==> config.mk <==
export PLATFORM = sky130hd
export DESIGN_NAME = sram_port_arbiter
export DESIGN_NICKNAME = d
export VERILOG_FILES = /design/src/rtl/sram_port_arbiter.sv
export SDC_FILE = /design/constraint.sdc
export NUM_CORES = 1
export LEC_CHECK = 0
export BUFFER_PORTS_ARGS = -buffer_cell sky130_fd_sc_hd__buf_2
export CAP_MARGIN = 20
export CORE_AREA = 3 3 110 112
export CTS_CLUSTER_SIZE = 8
export DETAILED_ROUTE_END_ITERATION = 6
export DIE_AREA = 0 0 113 115
export PLACE_DENSITY = 0.56
export SLEW_MARGIN = 10
export SYNTH_ARGS = -nofsm -noshare
export SYNTH_HDL_FRONTEND = slang
export SYNTH_SLANG_ARGS = --single-unit
==> constraint.sdc <==
create_clock -name clk -period 2.45 [get_ports clk]
set_clock_uncertainty 0.15 [all_clocks]
set_input_delay 0.3675 -clock clk [delete_from_list [all_inputs] [get_ports clk]]
set_output_delay 0.3675 -clock clk [all_outputs]
set_load 0.01 [all_outputs]
==> src/rtl/sram_port_arbiter.sv <==
// Shares one SRAM-like memory port between instruction fetch and data access, routing
// in-order responses via an ID FIFO. Optional counters enabled by SRAM_ARB_STAT_EN.
module sram_port_arbiter #(
    parameter int unsigned ADDR_W   = 32,
    parameter int unsigned DATA_W   = 32,
    parameter int unsigned MAX_OUTS = 2
) (
    input  logic                        clk,
    input  logic                        rst,

    input  logic                        inst_req,
    input  logic [ADDR_W-1:0]           inst_addr,
    output logic                        inst_addr_ok,
    output logic                        inst_data_ok,
    output logic [DATA_W-1:0]           inst_rdata,

    input  logic                        data_req,
    input  logic                        data_wr,
    input  logic [1:0]                  data_size,
    input  logic [3:0]                  data_wstrb,
    input  logic [ADDR_W-1:0]           data_addr,
    input  logic [DATA_W-1:0]           data_wdata,
    output logic                        data_addr_ok,
    output logic                        data_data_ok,
    output logic [DATA_W-1:0]           data_rdata,

    output logic                        mem_req,
    output logic                        mem_wr,
    output logic [1:0]                  mem_size,
    output logic [3:0]                  mem_wstrb,
    output logic [ADDR_W-1:0]           mem_addr,
    output logic [DATA_W-1:0]           mem_wdata,
    input  logic                        mem_addr_ok,
    input  logic                        mem_data_ok,
    input  logic [DATA_W-1:0]           mem_rdata,

    output logic                        stallreq_for_mem,
    output logic [$clog2(MAX_OUTS):0]   outs_cnt,
    output logic                        err
`ifdef SRAM_ARB_STAT_EN
    ,
    output logic [31:0]                 stat_conflict,
    output logic [31:0]                 stat_full
`endif
);

    localparam int unsigned CntW = $clog2(MAX_OUTS) + 1;
    localparam int unsigned PtrW = (MAX_OUTS > 1) ? $clog2(MAX_OUTS) : 1;
    localparam logic [CntW-1:0] CntFull = CntW'(MAX_OUTS);
    localparam logic [PtrW-1:0] PtrLast = PtrW'(MAX_OUTS - 1);

    logic                locked_q, locked_d;
    logic                lock_id_q, lock_id_d;
    logic [MAX_OUTS-1:0] id_q, id_d;
    logic [PtrW-1:0]     wptr_q, wptr_d;
    logic [PtrW-1:0]     rptr_q, rptr_d;
    logic [CntW-1:0]     cnt_q, cnt_d;
    logic                err_q, err_d;

    logic full;
    logic empty;
    logic grant_data;
    logic granted_req;
    logic req_ok;
    logic accept;
    logic pop;
    logic head_data;

    // A locked grant overrides the fixed data-first priority until its handshake completes.
    always_comb begin
        full        = (cnt_q == CntFull);
        empty       = (cnt_q == '0);
        grant_data  = locked_q ? lock_id_q : data_req;
        granted_req = grant_data ? data_req : inst_req;
        req_ok      = rst & ~full & granted_req;
        accept      = req_ok & mem_addr_ok;
        pop         = mem_data_ok & ~empty;
        head_data   = id_q[rptr_q];
    end

    always_comb begin
        mem_req          = req_ok;
        mem_wr           = 1'b0;
        mem_size         = 2'd0;
        mem_wstrb        = 4'd0;
        mem_addr         = '0;
        mem_wdata        = '0;
        inst_addr_ok     = accept & ~grant_data;
        data_addr_ok     = accept & grant_data;
        inst_data_ok     = rst & pop & ~head_data;
        data_data_ok     = rst & pop & head_data;
        inst_rdata       = '0;
        data_rdata       = '0;
        stallreq_for_mem = rst & data_req & ~(accept & grant_data);
        outs_cnt         = cnt_q;
        err              = err_q;
        if (rst) begin
            if (grant_data) begin
                mem_wr    = data_wr;
                mem_size  = data_size;
                mem_wstrb = data_wstrb;
                mem_addr  = data_addr;
                mem_wdata = data_wdata;
            end else begin
                mem_size  = 2'd2;
                mem_addr  = inst_addr;
            end
        end
        if (inst_data_ok) begin
            inst_rdata = mem_rdata;
        end
        if (data_data_ok) begin
            data_rdata = mem_rdata;
        end
    end

    always_comb begin
        locked_d  = locked_q;
        lock_id_d = lock_id_q;
        id_d      = id_q;
        wptr_d    = wptr_q;
        rptr_d    = rptr_q;
        cnt_d     = cnt_q;
        err_d     = err_q | (mem_data_ok & empty);

        if (accept) begin
            locked_d     = 1'b0;
            id_d[wptr_q] = grant_data;
            wptr_d       = (wptr_q == PtrLast) ? '0 : wptr_q + 1'b1;
        end else if (req_ok) begin
            locked_d  = 1'b1;
            lock_id_d = grant_data;
        end

        if (pop) begin
            rptr_d = (rptr_q == PtrLast) ? '0 : rptr_q + 1'b1;
        end

        if (accept && !pop) begin
            cnt_d = cnt_q + 1'b1;
        end else if (!accept && pop) begin
            cnt_d = cnt_q - 1'b1;
        end
    end

    always_ff @(posedge clk or negedge rst) begin
        if (!rst) begin
            locked_q  <= 1'b0;
            lock_id_q <= 1'b0;
            id_q      <= '0;
            wptr_q    <= '0;
            rptr_q    <= '0;
            cnt_q     <= '0;
            err_q     <= 1'b0;
        end else begin
            locked_q  <= locked_d;
            lock_id_q <= lock_id_d;
            id_q      <= id_d;
            wptr_q    <= wptr_d;
            rptr_q    <= rptr_d;
            cnt_q     <= cnt_d;
            err_q     <= err_d;
        end
    end

`ifdef SRAM_ARB_STAT_EN
    logic [31:0] stat_conflict_q, stat_conflict_d;
    logic [31:0] stat_full_q, stat_full_d;

    always_comb begin
        stat_conflict_d = stat_conflict_q + 32'(inst_req & data_req);
        stat_full_d     = stat_full_q + 32'(full & (inst_req | data_req));
        stat_conflict   = stat_conflict_q;
        stat_full       = stat_full_q;
    end

    always_ff @(posedge clk or negedge rst) begin
        if (!rst) begin
            stat_conflict_q <= '0;
            stat_full_q     <= '0;
        end else begin
            stat_conflict_q <= stat_conflict_d;
            stat_full_q     <= stat_full_d;
        end
    end
`endif

    cnt_bounded: assert property (@(posedge clk) disable iff (!rst) cnt_q <= CntFull);

endmodule
=== After elaboration in Yosys (flattened, before gate mapping) ===
Cells that the tools add are included.

* Flip-flop bits (word level): 9
* Bits in latches: 0
* Bits in writable memories: 0
* Memory bits (read-only): 0
* Bits of input ports: 141
* Output and inout port bits: 144
* Word-level logic and storage cells: 68
* Memories kept: 0

* Add/subtract/negate cells: 4
* $mul: 0
* Divide/modulo/power cells: 0
* Order comparisons: 3
* Equality and inequality tests: 1
* Shift operators: 0
* Muxes and demuxes: 25
* Bitwise gates (word level): 19
* Reduce and logical (&&, ||, !) cells: 9

{| class="wikitable"
|+ Operators by type and width
! kind !! count
|-
| 32-bit two-way mux || 6
|-
| 1-bit bitwise AND || 12
|-
| 1-bit two-way mux || 11
|-
| 2-bit two-way mux || 4
|-
| 4-bit two-way mux || 2
|-
| 1-bit NOT || 6
|-
| 1-bit by 2-bit < comparator with 1-bit output (second input constant) || 2
|-
| 2-bit nonzero test || 2
|-
| 1-bit logical AND || 3
|-
| 1-bit adder (second input constant) || 2
|-
| 2-bit by 1-bit adder with 2-bit output (second input constant) || 1
|-
| 2-bit bitwise mux || 1
|-
| 2-bit equality test (second input constant) || 1
|-
| 1-bit zero test || 2
|-
| 2-bit zero test || 1
|-
| 2-bit AND reduction || 1
|-
| 2-bit by 1-bit subtractor with 2-bit output (second input constant) || 1
|-
| 1-bit demux with 1-bit select || 1
|-
| 1-bit >= comparator (second input constant) || 1
|-
| 1-bit bitwise OR || 1
|}

=== Logic depth before layout (Yosys ltp) ===
Gate-level depths: netlist of the first run.

* Depth in word-level cells: 9
* Mapped depth: 8
* Mapped depth without buffers: 7

=== Worst setup path after synthesis of the first run ===
Ideal clock, no wire load.

* Path kind: flip-flop to flip-flop
* Start point: reg locked_q
* End point: reg cnt_q[1] (netlist: outs_cnt[1])
* Setup time: 130 ps
* Data arrival time: 1668 ps
* Data required time: 2170 ps
* Slack: 502 ps
* Stages on the path, launching flop included: 9
* Path buffers: 1
* Clock period less this slack: 1948 ps
* Cell sequence: dfrtp_1 buf_4 mux2i_4 a2111o_1 inv_1 ha_1 xor2_1 nor2_1 xor2_1

* Cells in the longest elaborated chain, start to end: 7
* Elaborated cells between the ends (all ways): 9
* Those cells by class: 3 x mux; 2 x bitwise; 4 x reduce/logical

{| class="wikitable"
|+ Ends and longest elaborated chain
! element !! line !! text
|-
| start, declared || 52 || <nowiki>logic locked_q, locked_d;</nowiki>
|-
| start signal, assigned || 156 || <nowiki>locked_q <= locked_d;</nowiki>
|-
| 1-bit two-way mux (*) || 73 || <nowiki>grant_data = locked_q ? lock_id_q : data_req;</nowiki>
|-
| 1-bit two-way mux (*) || 74 || <nowiki>granted_req = grant_data ? data_req : inst_req;</nowiki>
|-
| 1-bit bitwise AND (*) || 75 || <nowiki>req_ok = rst & ~full & granted_req;</nowiki>
|-
| 1-bit bitwise AND (*) || 76 || <nowiki>accept = req_ok & mem_addr_ok;</nowiki>
|-
| 1-bit zero test || 141 || <nowiki>end else if (!accept && pop) begin</nowiki>
|-
| 1-bit logical AND || 141 ||
|-
| 2-bit nonzero test (no line) || - ||
|-
| end signal, assigned || 161 || <nowiki>cnt_q <= cnt_d;</nowiki>
|-
| end, declared || 57 || <nowiki>logic [CntW-1:0] cnt_q, cnt_d;</nowiki>
|}

Every way passes the cells marked *; elsewhere a longest branch is shown, timed or not.
A chain may end at the register's enable or synchronous reset.

=== Worst setup path in the final report of the first run ===
* Start point: reg locked_q
* End point: out mem_addr[8]

* Cells in the longest elaborated chain, start to end: 3

{| class="wikitable"
|+ Ends and longest elaborated chain
! element !! line !! text
|-
| 1-bit two-way mux || 73 ||
|-
| 32-bit two-way mux || 98 || <nowiki>if (grant_data) begin</nowiki>
|-
| 32-bit two-way mux || 97 || <nowiki>if (rst) begin</nowiki>
|-
| end, declared || 31 || <nowiki>output logic [ADDR_W-1:0] mem_addr,</nowiki>
|}

Every way passes these cells.

==> reports/metrics.yaml, run 1 <==
synthesis:
  yosys_warnings: 0
  synth_top_area_cell: "and2_1"
  synth_compound_gate_area_share: 0.1906
  ys_types: 36
  synth_top_area_frac: 0.2250
  synthMuxAreaShare: 0.03024
  synth_common_cells: "nand2_1, and2_1, and3_1"
  synthCells: 275
  synth-xor-area-share: 0.02461
  syn_nets: 417
  netlist_area_um2: 1779
  synth-adder-area-share: 0.007032
  ys.flop_type: "dfrtp_1"
  synth_edf_count: 0
  postSynth.asyncResetShare: 1.000
  synth_seq_cells: 9
  synth_top_family_by_area: "simple AND/OR/NAND/NOR gates"
  avgSynthCellArea_um2: 6.470
  synth_most_common_cell: "nand2_1"
  synth-simple-area-share: 0.5499
  ys_seq_area_frac: 0.1266
  synthTopCellsByArea: "and2_1, nand2_1, and3_1"
clock_network:
  cts_setup_buffers: 0
  numCtsBuffers: 3
  tritoncts: "yes"
  cts_buffer_depth: 2
  path_clk_slew_ps: 40
  clock_latency_ps: 240
  root_buffer: "clkbuf_16"
  cts.sinks: 9
  htree_levels: 1
timing:
  rsz0062_at_grt: "false"
  worst_pin_slew_ps: 385.4
  period_needed_ps: 2237
  setup-tns-final_ps: 0
  fin_crit_sh: 0.9129
  finalHoldViolations: 0
  drv_slew: 0
  fmax_ghz: 0.4471
  slew_headroom: 0.7431
  setup_viol: 0
grt:
  grt_overflow: 0
  grt_max_degree: 62
  grt_pass1_wl_um: 12650
  grt_pass1_vias: 2714
  grt_usage: 0.1200
  antenna_found_initial: 1
detailed_routing:
  via_per_inst: 4.233
  via_count: 2921
  wl_um: 8494
  drt_pre_antenna_iters: 4
  drt_iter0_markers: 85
  antenna_left: 0
  drc: 0
  routedWlPerCell_um: 12.31
power:
  power.switching_mw: 1.159
  p_leak_nw: 2.257
  swShare: 0.4848
  power_frac_comb: 0.745
  p_int_mw: 1.231
  ir_drop_v: 0.0003100
  seq_power_share: 0.134
  cellPowerDensity_nw_per_um2: 694.6
  clockPowerShare: 0.121
worst_setup_path:
  critPathKind: "reg -> out"
  r2r_slack_ps: 470
  cp-start-kind: "flip-flop"
  critical_path_required_ps: 1930
  arrival_ps: 1720
  r2r-start: "locked_q$_DFFE_PN0P_"
  end_kind: "output pin"
  r2r-end: "outs_cnt[1]$_DFFE_PN0P_"
  worst-path-max-fanout: 36
  worst_r2r_path_depth: 7
place:
  port_buffers: 284
  place_area_um2: 3349
  hpwl_um: 7249
  gp_congestion: 0.7967
floorplanning:
  rows: 39
  boundaryPins: 285
  fp.dieW_um: 113
  fp.dieH_um: 115
  initial_core_util: 0.1572
  core_area_um2: 11320
  die-area_um2: 13000
layout:
  drive_gt1_frac: 0.5458
  nNetsFinal: 689
  fin_area_um2: 3441
  area_growth_pct: 93.39
worst_hold_path:
  hp-class: "in -> async"
run:
  maxCapViolations: 0
outcome:
  status: "completed"
-- worst max-delay path: stages, from the launching register on --
cell and delay [ps]:
dfrtp_1 470, mux2i_4 310, buf_12 220, nand2_1 70
a21boi_0 220, buf_2 180
-- cell type report --
class	instances	area, µm²
tap	143	178.9
fill	1237	7880
clock buffer	4	78.83
timing repair buffer	292	1509
sequential	9	225.2
multi-input combinational	236	1428
antenna	1	2.502
inverter	5	18.77
-- registers in the layout, summed over array words and instances, names as in the netlist --
signal	flops
locked_q	1
id_q	2
outs_cnt	2
lock_id_q	1
wptr_q	1
err	1
rptr_q	1
-- power groups by stage --
stage | Sequential (mW) | Clock [mW] | Combinational [mW]
final | 0.320 | 0.289 | 1.78
after global routing | 0.336 | 0.302 | 2.00
after CTS | 0.319 | 0.295 | 1.83
after detailed placement | 0.318 | 0 | 1.82
after global placement | 0.316 | 0 | 1.79
after floorplan | 0.291 | 0 | 1.09
-- worst max path at each step --
stage | to | start | slack (ps)
final | mem_addr[8] | locked_q$_DFFE_PN0P_ | 210
after global routing | mem_addr[8] | locked_q$_DFFE_PN0P_ | 80
after CTS | mem_addr[2] | locked_q$_DFFE_PN0P_ | 190
after detailed placement | stallreq_for_mem | data_req | 420
after global placement | stallreq_for_mem | data_req | 420
after floorplan | outs_cnt[1]$_DFFE_PN0P_ | locked_q$_DFFE_PN0P_ | 500
-- timing repair --
item | CTS | global route
hold buffers | 1 | 0
setup endpoints to repair | 0 | 0
gates resized for setup | 0 | 0
endpoints found under the hold margin | 4 | 0
-- cells by family after synthesis --
family	count (synthesis)
adder cells (fa/ha/maj)	1
buffers and inverters	30
XOR/XNOR	5
AO/OA/AOI/OAI	44
flip-flops	9
multiplexers	4
AND/OR/NAND/NOR	182
-- metrics by stage --
step	hold WS, ps	power (mW)	util	worst slack [ps]	std cells
after CTS	39.13	2.440	0.3037	193.7	689
final	26.54	2.390	0.3039	213.3	690
after detailed placement	69.25	2.139	0.2959	420.2	684
after global routing	68.85	2.640	0.3039	75.32	690
after global placement	71.77	2.104	0.2959	424.9	684
after floorplan	-78.09	1.385	-	502.1	275
-- metal layers --
metal | track usage | up-vias | routed length [µm]
met2 | 0.2441 | 173 | 4696
met4 | 0.04487 | 0 | 147
met1 | 0.1180 | 1295 | 2750
met3 | 0.02421 | 6 | 899
met5 | 0 | - | 0
li1 | - | 1447 | -
-- layout by cell type (no fill, tap or decap), drive strengths merged --
cell type and count:
a21boi 32, o2111ai 1, inv 5, and4b 1, mux2i 3, mux2 1, diode 1, dfrtp 9
nor2b 1, buf 291, a41o 1, o41ai 2, ha 1, a21o 1, dlygate4sd3 1, nor2 4
nor3 1, and2 64, and3b 1, nand2 67, or3 1, xor2 2, o21a 1, o211a 1
nand2b 2, xnor2 3, clkbuf 4, o21ai 2, nor3b 1, a41oi 1, o31ai 1, nand3b 1
and3 38, a2111o 1
Note: power is estimated with default switching activity, not from simulation.
==> run 2, diff against run 1 <==
- ABC_AREA: default -> 1
- CORE_AREA: 3 3 110 112 -> 3 3 111 113
- DIE_AREA: 0 0 113 115 -> 0 0 114 116
- PLACE_DENSITY: 0.56 -> 0.55
==> reports/metrics.yaml, run 2 <==
timing:
  rsz0062_at_grt: "false"
  fin_crit_sh: 0.8908
  fmax_ghz: 0.4582
  worst_pin_slew_ps: 473.2
  drv_slew: 0
  holdWs_ps: 262.3
  slew_headroom: 0.6845
  finalHoldViolations: 0
  setup_viol: 0
  setup-tns-final_ps: 0
  period_needed_ps: 2182
outcome:
  status: "completed"
worst_setup_path:
  critical_path_required_ps: 1930
  startpoint: "outs_cnt[0]$_DFFE_PN0P_"
  r2r-start: "outs_cnt[0]$_DFFE_PN0P_"
  critPathKind: "reg -> out"
  worst_r2r_path_depth: 10
  crit_path_max_incr_delay_ps: 400
  worst-path-max-fanout: 32
  crit_end: "data_rdata[0]"
  slowest_stage: "dfrtp_1"
  end_kind: "output pin"
  r2r-end: "outs_cnt[1]$_DFFE_PN0P_"
  arrival_ps: 1660
  r2r_slack_ps: 450
  cp-start-kind: "flip-flop"
  cp_common_cell: "nand2_2"
  worstPathCellList: "inv_2 -> nand2_2 -> nand2_2 -> inv_2 -> nand2_2 -> nor2_4 -> inv_4 -> nor2_1 -> buf_2"
floorplanning:
  core_area_um2: 11420
  fp.dieH_um: 116
  initial_core_util: 0.1580
  fp.dieW_um: 114
  rows: 39
  die-area_um2: 13220
  boundaryPins: 285
detailed_routing:
  wl_um: 8015
  drc: 0
  routedWlPerCell_um: 10.22
  drt_iter0_markers: 114
  via_count: 2981
  antenna_left: 0
  drt_pre_antenna_iters: 4
  via_per_inst: 3.802
layout:
  final_cell_mix: "buf_2, inv_1, nand2_1, nor2_1, a21oi_1"
  area_growth_pct: 91.26
  final_common_cell: "buf_2"
  num-fill-cells: 1325
  fin_area_um2: 3451
  nNetsFinal: 783
  multi_input_area_um2: 1140
  drive_gt1_frac: 0.5266
  seqCellArea_um2: 225.2
synthesis:
  ys_types: 22
  synth_edf_count: 0
  synthTopCellsByArea: "inv_1, nand2_1, nor2_1"
  syn_nets: 506
  synth_top_area_frac: 0.1727
  avgSynthCellArea_um2: 4.957
  postSynth.asyncResetShare: 1.000
  netlist_area_um2: 1804
  synth_common_cells: "inv_1, nand2_1, nor2_1"
  synth_seq_cells: 9
  synth_top_area_cell: "inv_1"
  synthCells: 364
  yosys_warnings: 0
  ys_seq_area_frac: 0.1248
  ys.flop_type: "dfrtp_1"
power:
  seq_power_share: 0.118
  clockPowerShare: 0.125
  p_int_mw: 1.105
  power.switching_mw: 1.224
  cellPowerDensity_nw_per_um2: 675.0
  design_power_total_mw: 2.329
  power_frac_comb: 0.757
  p_leak_nw: 2.465
  ir_drop_v: 0.0002947
  swShare: 0.5256
grt:
  antenna_found_initial: 0
  grt_overflow: 0
  grt_max_degree: 39
  grt_pass1_vias: 2591
  grt_usage: 0.1066
  grt_pass1_wl_um: 11790
clock_network:
  numCtsBuffers: 3
  cts_buffer_depth: 2
  cts.sinks: 9
  path_clk_slew_ps: 40
  root_buffer: "clkbuf_16"
  clock_latency_ps: 240
  tritoncts: "yes"
  htree_levels: 1
place:
  gp_congestion: 0.7385
  port_buffers: 284
  hpwl_um: 6698
  place_area_um2: 3346
worst_hold_path:
  holdPathStages: 2
  hp-class: "in -> reg"
run:
  maxCapViolations: 0
run 2: cell types whose count changed after synthesis, sizes merged, moves of 4 or more:
cell | previous run | this run
and2 | 64 | 0
nor2 | 4 | 112
inv | 5 | 86
a21boi | 32 | 0
a21oi | 0 | 34
clkbuf | 16 | 6
and3 | 38 | 0
nand2 | 67 | 88
buf | 9 | 14
nand4 | 0 | 4
run 2: logic make-up (layout without fill, tap and decap cells):
| kind of cell | after synthesis | count (layout) | synth area share |
|---|---|---|---|
| flops | 9 | 9 | 0.1248 |
| other cells | 0 | 1 | 0 |
| mux | 1 | 1 | 0.007627 |
| simple gates | 207 | 207 | 0.4979 |
| xor+xnor | 3 | 3 | 0.01457 |
| compound gates | 37 | 37 | 0.1047 |
| fa+ha+maj | 1 | 1 | 0.006934 |
| buf+inv | 106 | 382 | 0.2434 |
run 2: what timing repair did:
action,in CTS,in global routing
hold buffers,2,0
resized for setup,0,2
hold endpoints to repair,5,0
endpoints found under the setup margin,0,32
buffers inserted,0,0
run 2: critical path: cells and delay by family (launching register included):
kind	cells	cell delay, ps
buffers and inverters	4	670
DFF	1	400
and+or+nand+nor	5	340
run 2: cell type report:
| cell class | instances | area share |
|---|---|---|
| Antenna cell | 1 | 0.0007252 |
| Inverter | 86 | 0.09427 |
| Multi-Input combinational cell | 249 | 0.3303 |
| Sequential cell | 9 | 0.06526 |
| Tap cell | 143 | 0.05185 |
| Clock buffer | 3 | 0.02175 |
| Timing Repair Buffer | 292 | 0.4344 |
| Clock inverter | 1 | 0.001450 |
run 2: power groups by stage:
| stage | sequential (mW) | clock, mW | combinational, mW |
|---|---|---|---|
| 2_1_floorplan | 0.273 | 0 | 1.12 |
| 3_3_place_gp | 0.273 | 0 | 1.81 |
| 3_5_place_dp | 0.276 | 0 | 1.79 |
| 4_1_cts | 0.276 | 0.297 | 1.80 |
| 5_1_grt | 0.285 | 0.308 | 2.00 |
| 6_report | 0.275 | 0.291 | 1.76 |
run 2: stage by stage:
stage / worst slack [ps] / utilization / cells
after floorplan: 598.3 / - / 364
after global placement: 306.2 / 0.2930 / 777
after detailed placement: 281.8 / 0.2930 / 777
after CTS: 22.92 / 0.3018 / 783
after global routing: 89.00 / 0.3020 / 783
final: 267.6 / 0.3022 / 784
run 2: how the worst min path moves through the flow:
stage	startpoint	end	slack, ps
2_1_floorplan	rst	err$_DFF_PN0_	-80
3_3_place_gp	rst	outs_cnt[0]$_DFFE_PN0P_	80
4_1_cts	mem_data_ok	err$_DFF_PN0_	270
5_1_grt	mem_data_ok	err$_DFF_PN0_	270
6_report	mem_data_ok	err$_DFF_PN0_	260
3_5_place_dp	rst	outs_cnt[0]$_DFFE_PN0P_	70
run 2: per-layer routing:
metal	track usage	up-vias	share of wire
met5	0	-	0
met4	0.02138	0	0.0057
met3	0.02402	4	0.12
met2	0.2123	166	0.53
met1	0.1141	1220	0.34
li1	-	1591	-
==> run 3, diff against run 2 <==
- CORE_AREA: 3 3 111 113 -> 2 2 110 112
- DIE_AREA: 0 0 114 116 -> 0 0 112 114
- PLACE_DENSITY: 0.55 -> 0.57
==> reports/metrics.yaml, run 3 (same netlist as run 2, synthesis figures left out) <==
detailed_routing:
  drt_iter0_markers: 115
  top_layer_used: "met4"
  antenna_left: 0
  via_per_inst: 3.735
  route.met2.wl_um: 3875
  wl_um: 7493
  m1WireLength_um: 2847
  drt_pre_antenna_iters: 5
  drc: 0
  routedWlPerCell_um: 9.509
  via_count: 2943
  wl_met3_um: 732
clock_network:
  root_buffer: "clkbuf_16"
  cts.sinks: 9
  clock_latency_ps: 230
  path_clk_slew_ps: 40
  tritoncts: "yes"
  cts_buffer_depth: 2
  htree_levels: 1
  numCtsBuffers: 3
floorplanning:
  die-area_um2: 12770
  initial_core_util: 0.1541
  fp.dieW_um: 112
  fp.dieH_um: 114
  boundaryPins: 285
  rows: 40
  core_area_um2: 11710
worst_hold_path:
  hp-class: "in -> reg"
worst_setup_path:
  worst-path-max-fanout: 4
  cp-start-kind: "input pin"
  end_kind: "output pin"
  critical_path_required_ps: 1930
  crit_path_max_incr_delay_ps: 550
  worstPathCellList: "dlygate4sd3_1 -> buf_4 -> nand2_1 -> nor2_2 -> nand2_2 -> nor2_4 -> nand2_1 -> nand2_1 -> inv_1 -> buf_2"
  critPathKind: "in -> out"
  arrival_ps: 1830
  cp_common_cell: "nand2_1"
  path_delay_family: "buffers and inverters"
  cp_num_buf_inv: 4
  slowest_stage: "dlygate4sd3_1"
place:
  gp_congestion: 0.7645
  port_buffers: 284
  hpwl_um: 6169
  place_area_um2: 3358
power:
  p_leak_nw: 2.473
  design_power_total_mw: 2.305
  cellPowerDensity_nw_per_um2: 664.0
  ir_drop_v: 0.0002565
outcome:
  status: "completed"
layout:
  drive_gt1_frac: 0.5289
  diodes: 0
  final_common_cell: "buf_2"
  seqCellArea_um2: 225.2
  nNetsFinal: 784
  multi_input_area_um2: 1142
  fin_area_um2: 3471
  num-fill-cells: 1334
  final_cell_mix: "buf_2, inv_1, nand2_1, nor2_1, a21oi_1"
  area_growth_pct: 92.37
grt:
  grt_max_degree: 39
  grt_pass1_wl_um: 11360
  grt_usage: 0.1058
  antenna_found_initial: 0
  grt_pass1_vias: 2491
  grt_overflow: 0
timing:
  period_needed_ps: 2348
  worst_pin_slew_ps: 380.4
  drv_slew: 0
  setup_viol: 0
  finalHoldViolations: 0
  fin_crit_sh: 0.9584
  fmax_ghz: 0.4259
  slew_headroom: 0.7464
run:
  maxCapViolations: 0
-- run 3: repair_timing --
| item | in CTS | in global routing |
|---|---|---|
| resized for setup | 0 | 5 |
| endpoints found under the setup margin | 0 | 74 |
| endpoints found under the hold margin | 9 | 0 |
| buffers inserted | 0 | 1 |
| hold buffers | 1 | 0 |
-- run 3: stage by stage --
stage	setup slack [ps]	utilization	hold WS, ps	cells	setup TNS (ps)
6_report	102.0	0.2964	274.2	788	0
5_1_grt	-9.901	0.2964	283.6	788	-9.901
4_1_cts	3.003	0.2943	269.6	787	0
3_5_place_dp	516.1	0.2868	228.2	782	0
3_3_place_gp	511.5	0.2868	229.9	782	0
2_1_floorplan	598.3	-	-78.09	364	0
-- run 3: layer usage --
metal / track usage / vias up
li1: - / 1593
met1: 0.1177 / 1193
met2: 0.2089 / 153
met3: 0.02125 / 4
met4: 0.01951 / 0
met5: 0 / -
-- run 3: path summary, 6_finish.rpt --
check | from | end | slack, ps | cells after the start
setup reg to reg | outs_cnt[0]$_DFFE_PN0P_ | outs_cnt[1]$_DFFE_PN0P_ | 580 | 10
max in group asynchronous | rst | id_q[0]$_DFFE_PN0P_ | 1520 | 3
hold reg to reg | err$_DFF_PN0_ | err$_DFF_PN0_ | 330 | 1
min in group asynchronous | rst | wptr_q$_DFFE_PN0N_ | 500 | 3
hold / removal | mem_data_ok | err$_DFF_PN0_ | 270 | 2
setup / recovery | rst | stallreq_for_mem | 100 | 10
-- run 3: final cells by class --
cell class                 count  area share
timing repair buffer         293      0.4373
clock buffer                   4     0.02271
tap                          147     0.05299
inverter                      86     0.09301
multi-input combinational    249      0.3291
sequential                     9     0.06489
-- run 3: power by group --
part           leakage (nW)  internal, mW  total, mW  switching (mW)
combinational          2.33         0.671       1.74            1.07
clock                0.0382         0.218      0.289          0.0716
sequential            0.106         0.216      0.272          0.0552
total                  2.47          1.10       2.30            1.20
